`config.mk`:
```
export PLATFORM = sky130hd
export DESIGN_NAME = msk_ark_pipe
export DESIGN_NICKNAME = d
export VERILOG_FILES = /design/src/rtl/msk_ark_pipe.sv
export SDC_FILE = /design/constraint.sdc
export NUM_CORES = 1
export LEC_CHECK = 0
export BUFFER_PORTS_ARGS = -buffer_cell sky130_fd_sc_hd__buf_2
export CAP_MARGIN = 0
export CORE_MARGIN = 10
export CORE_UTILIZATION = 55
export DETAILED_ROUTE_END_ITERATION = 10
export PLACE_DENSITY = 0.95
export RECOVER_POWER = 50
export SYNTH_ARGS = -nofsm -noshare
export SYNTH_HDL_FRONTEND = slang
export SYNTH_SLANG_ARGS = --single-unit
```
`constraint.sdc`:
```
create_clock -name clk -period 3.4 [get_ports clk]
set_input_delay 0.51 -clock clk [delete_from_list [all_inputs] [get_ports clk]]
set_output_delay 0.51 -clock clk [all_outputs]
set_load 0.005 [all_outputs]
```
`src/rtl/msk_ark_pipe.sv`:
```
// Masked AddRoundKey stage: share-wise XOR of state and round-key sharings
// into a 2-entry skid buffer that tags each word with its AES column index.

module msk_xor_gadget #(
  parameter int unsigned d     = 2,
  parameter int unsigned count = 32
) (
  input  logic [count*d-1:0] a,
  input  logic [count*d-1:0] b,
  output logic [count*d-1:0] y
);

  // Each output share sees only the same-index shares of a and b.
  for (genvar gi = 0; gi < count; gi++) begin : g_bit
    for (genvar gj = 0; gj < d; gj++) begin : g_share
      assign y[gi*d+gj] = a[gi*d+gj] ^ b[gi*d+gj];
    end
  end

endmodule

module msk_ark_pipe #(
  parameter int unsigned d     = 2,
  parameter int unsigned count = 32
) (
  input  logic                 clk,
  input  logic                 rst_n,
  input  logic                 flush,
  input  logic                 in_valid,
  output logic                 in_ready,
  input  logic [count*d-1:0]   in_state,
  input  logic [count*d-1:0]   in_key,
  output logic                 out_valid,
  input  logic                 out_ready,
  output logic [count*d-1:0]   out_sh,
  output logic [1:0]           out_col,
  output logic                 out_last
);

  localparam int unsigned W = count * d;

  typedef enum logic [1:0] {
    S_EMPTY = 2'd0,
    S_ONE   = 2'd1,
    S_FULL  = 2'd2
  } state_e;

  state_e       state_q, state_d;
  logic [1:0]   col_q, col_d;
  logic [W-1:0] head_sh_q, head_sh_d;
  logic [1:0]   head_col_q, head_col_d;
  logic         head_last_q, head_last_d;
  logic [W-1:0] tail_sh_q, tail_sh_d;
  logic [1:0]   tail_col_q, tail_col_d;
  logic         tail_last_q, tail_last_d;
  logic         in_ready_q, in_ready_d;
  logic         out_valid_q, out_valid_d;

  logic [W-1:0] new_sh;
  logic         new_last;
  logic         acc;
  logic         dlv;

  msk_xor_gadget #(
    .d     (d),
    .count (count)
  ) u_xor (
    .a (in_state),
    .b (in_key),
    .y (new_sh)
  );

  // Occupancy FSM and entry moves; flush wins over any accept or deliver.
  always_comb begin
    state_d     = state_q;
    col_d       = col_q;
    head_sh_d   = head_sh_q;
    head_col_d  = head_col_q;
    head_last_d = head_last_q;
    tail_sh_d   = tail_sh_q;
    tail_col_d  = tail_col_q;
    tail_last_d = tail_last_q;
    acc         = in_valid & in_ready_q;
    dlv         = out_valid_q & out_ready;
    new_last    = (col_q == 2'd3);

    if (flush) begin
      state_d     = S_EMPTY;
      col_d       = 2'd0;
      head_sh_d   = '0;
      head_col_d  = 2'd0;
      head_last_d = 1'b0;
      tail_sh_d   = '0;
      tail_col_d  = 2'd0;
      tail_last_d = 1'b0;
    end else begin
      if (acc) begin
        col_d = col_q + 2'd1;
      end
      case (state_q)
        S_EMPTY: begin
          if (acc) begin
            head_sh_d   = new_sh;
            head_col_d  = col_q;
            head_last_d = new_last;
            state_d     = S_ONE;
          end
        end
        S_ONE: begin
          if (acc && dlv) begin
            head_sh_d   = new_sh;
            head_col_d  = col_q;
            head_last_d = new_last;
          end else if (acc) begin
            tail_sh_d   = new_sh;
            tail_col_d  = col_q;
            tail_last_d = new_last;
            state_d     = S_FULL;
          end else if (dlv) begin
            head_sh_d   = '0;
            head_col_d  = 2'd0;
            head_last_d = 1'b0;
            state_d     = S_EMPTY;
          end
        end
        S_FULL: begin
          if (dlv) begin
            head_sh_d   = tail_sh_q;
            head_col_d  = tail_col_q;
            head_last_d = tail_last_q;
            tail_sh_d   = '0;
            tail_col_d  = 2'd0;
            tail_last_d = 1'b0;
            state_d     = S_ONE;
          end
        end
        default: state_d = S_EMPTY;
      endcase
    end

    in_ready_d  = (state_d != S_FULL);
    out_valid_d = (state_d != S_EMPTY);
  end

  always_ff @(posedge clk or negedge rst_n) begin
    if (!rst_n) begin
      state_q     <= S_EMPTY;
      col_q       <= 2'd0;
      head_sh_q   <= '0;
      head_col_q  <= 2'd0;
      head_last_q <= 1'b0;
      tail_sh_q   <= '0;
      tail_col_q  <= 2'd0;
      tail_last_q <= 1'b0;
      in_ready_q  <= 1'b0;
      out_valid_q <= 1'b0;
    end else begin
      state_q     <= state_d;
      col_q       <= col_d;
      head_sh_q   <= head_sh_d;
      head_col_q  <= head_col_d;
      head_last_q <= head_last_d;
      tail_sh_q   <= tail_sh_d;
      tail_col_q  <= tail_col_d;
      tail_last_q <= tail_last_d;
      in_ready_q  <= in_ready_d;
      out_valid_q <= out_valid_d;
    end
  end

  assign in_ready  = in_ready_q;
  assign out_valid = out_valid_q;
  assign out_sh    = head_sh_q;
  assign out_col   = head_col_q;
  assign out_last  = head_last_q;

endmodule

```
==> flow_metrics.tcl, run 1 <==
set metrics [dict create \
    start_kind "flop" \
    dpl_worst_slack_ns 0.8929 \
    grt_most_used_layer "met2" \
    yosysWarningCount 0 \
    io_buffers 201 \
    ioPinCount 202 \
    syn-instance-count 636 \
    finalCritPeriodShare 0.7539 \
    clk_pin_slew_ns 0.06 \
    wire_per_inst_um 17.62 \
    initial_core_util 0.5711 \
    grtUsageTotal 0.1991 \
    cts_hold_buf 0 \
    cts_root_buf "clkbuf_16" \
    ctsResizeCount 0 \
    cts_tree "yes" \
    ctsLongestPathBuffers 2 \
    setup_violations 0 \
    holdWs_ns 0.4123 \
    synth_area_leaders "dfrtp_1, a22o_1, xnor2_1, nand2_1, o31ai_1" \
    yosys.area.top_type_share 0.5304 \
    end_kind "flop" \
    diodes 0 \
    grt_pass1_wl_um 27010 \
    grt_max_degree 114 \
    finalSetupTns_ns 0 \
    drive_gt1_frac 0.2696 \
    setup.worst_path.class "reg -> reg" \
    yosysSeqAreaShare 0.5304 \
    worstMarginPinSlew_ns 2.719 \
    htree_levels 4 \
    hp-class "in -> reg" \
    grtUsageMet2 0.3301 \
    viasPerCell 5.642 \
    netlist_area_um2 6605 \
    dp_hpwl_um 11720 \
    ant_nets 0 \
    vias 5473 \
    numCtsBuffers 17 \
    fin_util 0.7137 \
    cts.sinks 140 \
    antenna_found_initial 0 \
    met1_usage 0.2472 \
    required_ns 3.74 \
    hold_viol 0 \
    dpl_cell_area_um2 7631 \
    place_congestion 0.8244 \
    die-height_um 129.6 \
    clock_skew_ns 0.008080 \
    power_density_nw_per_um2 620.0 \
    crit_path_top_delay_cell "and2b_2" \
    status "complete, but fails checks" \
    violations "max-capacitance violations, max-slew violations" \
    critical_path.max_fanout 47 \
    leakage_uw 0.003848 \
    met3_usage 0.06036 \
    clock_latency_ns 0.40 \
    max_freq_mhz 390.1 \
    dieArea_um2 16790 \
    peakVddDrop_v 0.0002984 \
    slew_headroom -0.8130 \
    final_nets 952 \
    drcViolationCount 0 \
    wirelength_um 17100 \
    synth_edf_count 0 \
    rsz0062_at_grt "no" \
    final_area_um2 8254 \
    synthArstFlopShare 1.000 \
    ys.flop_type "dfrtp_1" \
    syn_avg_cell_area_um2 10.39 \
    arrival_ns 2.90 \
    layout_min_cycle_time_ns 2.563 \
    rows 39 \
    ys_ff_latch 140 \
    crit_chain "inv_1 -> ha_1 -> or3b_1 -> a22oi_1 -> and2b_2 -> buf_12 -> a22o_1" \
    grt_pass1_vias 5436 \
    slew_violations 114 \
    core_um2 11560 \
    ys_types 30 \
    drt_iter0_drc 617 \
    synth_nets 774 \
    setup_ws_ns 0.8366 \
    maxCapViolations 1 \
    dr.pass1.iters 7 \
    die_w_um 129.6 \
    fillers 845 \
    critical-path-max-stage-delay_ns 0.51 \
    yosys.area.top_type "dfrtp_1" \
    areaGrowthSynthToFinish_pct 24.97 \
    grt.overflow.total 0 \
    cts_setup_buffers 0 \
]
-- layout by cell type, fill, tap and decap left out --
cell,netlist,layout
a21oi_1,1,1
a22o_1,71,71
a22oi_1,1,1
a311oi_4,0,1
a31oi_1,1,1
a32o_1,1,1
and2_0,0,1
and2_2,0,1
and2b_2,0,1
and4b_1,1,1
buf_12,0,3
buf_2,6,173
buf_4,3,6
bufinv_16,0,5
clkbuf_1,28,28
clkbuf_16,0,17
clkbuf_2,0,3
clkbuf_8,0,4
clkinv_2,0,2
clkinvlp_4,0,2
dfrtp_1,140,140
ha_1,5,5
inv_1,2,2
inv_6,0,1
maj3_1,1,1
nand2_1,139,139
nand3_1,4,4
nor2_1,6,5
nor2_4,0,1
nor2b_1,1,1
o211ai_1,1,1
o21a_2,0,1
o21ai_0,69,69
o21bai_1,1,1
o31ai_1,64,64
or2_2,2,2
or3b_1,1,1
xnor2_1,66,66
-- worst max-delay path: cells and delay by family, from the launching register on --
kind,cells,cell delay (ns)
simple gates,2,0.91
compound gates,2,0.47
flops,1,0.41
buf+inv,2,0.39
fa+ha+maj,1,0.31
-- layer usage --
metal / vias to the layer above / share of wire
met1: 2639 / 0.43
met5: - / 0
met3: 15 / 0.078
li1: 2611 / -
met4: 0 / 0.0074
met2: 208 / 0.48
-- worst paths after layout --
kind                              start            end  slack, ns  cells after the start
setup / recovery             state_q[0]     out_sh[43]       0.84                      7
hold / removal             in_state[35]  tail_sh_q[35]       0.41                      3
setup reg to reg             state_q[0]     out_sh[43]       0.84                      7
hold reg to reg            tail_sh_q[1]   tail_sh_q[1]       0.48                      2
max in group asynchronous         rst_n  tail_sh_q[14]       0.85                      1
min in group asynchronous         rst_n     out_sh[30]       0.93                      1
-- cells by family (layout without fill, tap and decap cells) --
kind of cell	Yosys count	after routing	share of synthesized area
buffers and inverters	55	246	0.04774
AO/OA/AOI/OAI	212	212	0.2292
adder cells (fa/ha/maj)	6	6	0.01099
flip-flops	140	140	0.5304
AND/OR/NAND/NOR	157	157	0.09415
XOR/XNOR	66	66	0.08752
-- synth_stat cells, types with 3 or more instances --
master	number
xnor2_1	66
buf_4	3
nor2_1	6
buf_6	12
a22o_1	71
dfrtp_1	140
nand3_1	4
o21ai_0	69
o31ai_1	64
clkbuf_1	28
ha_1	5
buf_2	6
nand2_1	139
buf_1	4
-- final cells by class --
cell class,count,area (um^2),area share
inverters,2,7.507,0.0009095
flip-flops and latches,140,3503,0.4244
clock buffers,22,484.2,0.05866
clock inverters,10,183.9,0.02228
multi-input cells,441,2809,0.3403
well taps,143,178.9,0.02168
repair buffers,212,1087,0.1317
-- power by group --
group / internal (uW) / switching, uW
Combinational: 424 / 589
Sequential: 1910 / 143
Clock: 1380 / 668
Total: 3720 / 1400
-- flip-flops by register name, summed over array words and instances, names as in the netlist --
signal	flops
tail_sh_q	64
tail_col_q	2
out_sh	64
tail_last_q	1
out_valid	1
col_q	2
in_ready	1
out_last	1
state_q	2
out_col	2
-- through the flow --
step	power (uW)	cells
global placement	3067	938
global route	5363	970
detailed placement	3109	938
finish	5118	970
floorplan	2688	636
CTS	5169	970
Power figures use the tool's default switching activity.
==> run 2: changes to the inputs <==
--- a/config.mk
+++ b/config.mk
@@ -8,9 +8,9 @@
 export BUFFER_PORTS_ARGS = -buffer_cell sky130_fd_sc_hd__buf_2
 export CAP_MARGIN = 0
 export CORE_MARGIN = 10
-export CORE_UTILIZATION = 55
+export CORE_UTILIZATION = 52
 export DETAILED_ROUTE_END_ITERATION = 10
-export PLACE_DENSITY = 0.95
+export PLACE_DENSITY = 0.91
 export RECOVER_POWER = 50
 export SYNTH_ARGS = -nofsm -noshare
 export SYNTH_HDL_FRONTEND = slang
==> constraint.sdc (replaced) <==
create_clock -name clk -period 2.4 [get_ports clk]
set_input_delay 0.36 -clock clk [delete_from_list [all_inputs] [get_ports clk]]
set_output_delay 0.36 -clock clk [all_outputs]
set_load 0.005 [all_outputs]
==> run 2 against run 1 <==
Critical path depth unchanged. The run now ends clean. Fmax rose by 12%. Routed wire length grew 4.7%. Critical endpoint is now out_sh[4]. Register-to-register slack got worse by 0.72 ns.
==> flow_metrics.tcl, run 2 (same netlist as run 1, synthesis figures left out) <==
set metrics [dict create \
    multiInputGateArea_um2 2814 \
    hold_viol 0 \
    final_nets 955 \
    rsz0062_at_grt "no" \
    htree_levels 4 \
    stdcell_count 1000 \
    dp_hpwl_um 12180 \
    p_comb_frac 0.212 \
    setup_violations 0 \
    die-height_um 132.7 \
    grt_pass1_wl_um 29200 \
    start_kind "flop" \
    drt_iter0_drc 585 \
    power_density_nw_per_um2 849.2 \
    required_ns 2.75 \
    core_um2 12520 \
    clock_skew_ns 0.006305 \
    slew_violations 0 \
    final_area_um2 8283 \
    maxCapViolations 0 \
    slew_headroom 0.03878 \
    critical-path-top-delay-family "simple AND/OR/NAND/NOR gates" \
    cts.sinks 140 \
    worst_r2r_path_depth 7 \
    initial_core_util 0.5277 \
    crit_path_top_delay_cell "or3b_1" \
    ioPinCount 202 \
    rows 41 \
    ctsLongestPathBuffers 2 \
    clock_power_share 0.374 \
    final_common_cell "buf_2" \
    status "finished, final reports clean" \
    cell_internal_pwr_uw 5009 \
    critical_path.max_fanout 56 \
    dpl_cell_area_um2 7757 \
    dieArea_um2 17610 \
    io_buffers 201 \
    worstMarginPinSlew_ns 1.442 \
    wirelength_um 17900 \
    drive_gt1_frac 0.2403 \
    wire_per_inst_um 17.90 \
    cts_root_buf "clkbuf_16" \
    ant_nets 0 \
    drcViolationCount 0 \
    holdWs_ns 0.2494 \
    place_congestion 0.8569 \
    leakage_uw 0.003756 \
    areaGrowthSynthToFinish_pct 25.40 \
    ff_latch_area_um2 3503 \
    fin_util 0.6617 \
    antenna_found_initial 0 \
    swShare 0.2879 \
    crit_cells 7 \
    numCtsBuffers 17 \
    crit_chain "inv_1 -> ha_1 -> or3b_1 -> a22oi_2 -> and2b_2 -> buf_12 -> a22o_1" \
    critPathBufInv 2 \
    hp-class "in -> reg" \
    cts_setup_buffers 0 \
    arrival_ns 2.63 \
    grt.overflow.total 0 \
    placed_cells 969 \
    peakVddDrop_v 0.0004324 \
    vias 5552 \
    viasPerCell 5.552 \
    cts_tree "yes" \
    fillers 1007 \
    grt_max_degree 73 \
    p_sw_uw 2025 \
    finalSetupTns_ns 0 \
    grtUsageTotal 0.2024 \
    final_cell_mix "buf_2, dfrtp_1, nand2_1" \
    grt_pass1_vias 5650 \
    finalCritPeriodShare 0.9504 \
    clock_latency_ns 0.42 \
    setup.worst_path.class "reg -> reg" \
    end_kind "flop" \
    critical-path-max-stage-delay_ns 0.43 \
    dr.pass1.iters 8 \
    diodes 0 \
    die_w_um 132.7 \
    holdPathStages 3 \
    layout_min_cycle_time_ns 2.281 \
    max_freq_mhz 438.4 \
    seqPwrFrac 0.415 \
    clk_pin_slew_ns 0.06 \
]
## run 2: cell types whose count changed in the layout (fill, tap and decap cells not counted), sizes merged
| cell | delta |
|---|---|
| clkbuf | +22 |
| buf | -20 |
| bufinv | -2 |
| clkinv | +2 |
| clkinvlp | -1 |
| dlygate4sd3 | +1 |
| inv | -1 |
## run 2: final timing paths
kind	from	to	slack, ns
worst max-delay path	state_q[0]	out_sh[4]	0.12
worst min-delay path	in_key[1]	tail_sh_q[1]	0.25
worst max register to register	state_q[0]	out_sh[4]	0.12
worst min register to register	tail_sh_q[13]	tail_sh_q[13]	0.47
max in group asynchronous	rst_n	tail_sh_q[35]	0.41
min in group asynchronous	rst_n	out_sh[17]	0.84
## run 2: layer usage
| metal | vias up | GRT usage | wire length [um] |
|---|---|---|---|
| li1 | 2601 | - | - |
| met1 | 2687 | 0.2500 | 7617 |
| met2 | 234 | 0.3265 | 8553 |
| met3 | 30 | 0.06245 | 1321 |
| met4 | 0 | 0.07518 | 408 |
| met5 | - | 0 | 0 |
## run 2: what timing repair did
item,4_1_cts,5_1_grt
hold buffers,1,0
setup endpoints to repair,0,33
endpoints found under the hold margin,54,0
resized for setup,0,1
## run 2: per-stage QoR
step | setup WS, ns | power, uW
final | 0.1191 | 7034
after global routing | 0.03773 | 7368
after CTS | 0.1081 | 7105
after detailed placement | 0.1676 | 4467
after global placement | 0.2357 | 4406
after floorplan | 0.3770 | 3808
## run 2: worst min-delay path: cells and delay by family
family / cells / cell delay [ns]
buffers and inverters: 1 / 0.08
AOI/OAI and AO/OA: 1 / 0.06
xor gates and xnor gates: 1 / 0.12
## run 2: layout make-up
cell class	count	area share
clock buffer	22	0.05604
clock inverter	8	0.01420
timing repair buffer	215	0.1402
multi-input combinational	441	0.3397
tap	172	0.02598
sequential	140	0.4230
inverter	2	0.0009063
## run 2: power groups by stage
stage               logic [uW]  registers, uW  clock network [uW]
floorplan                  885           2920                   0
global placement          1480           2930                   0
detailed placement        1530           2940                   0
CTS                       1540           2910                2660
global route              1650           2960                2760
finish                    1490           2920                2630
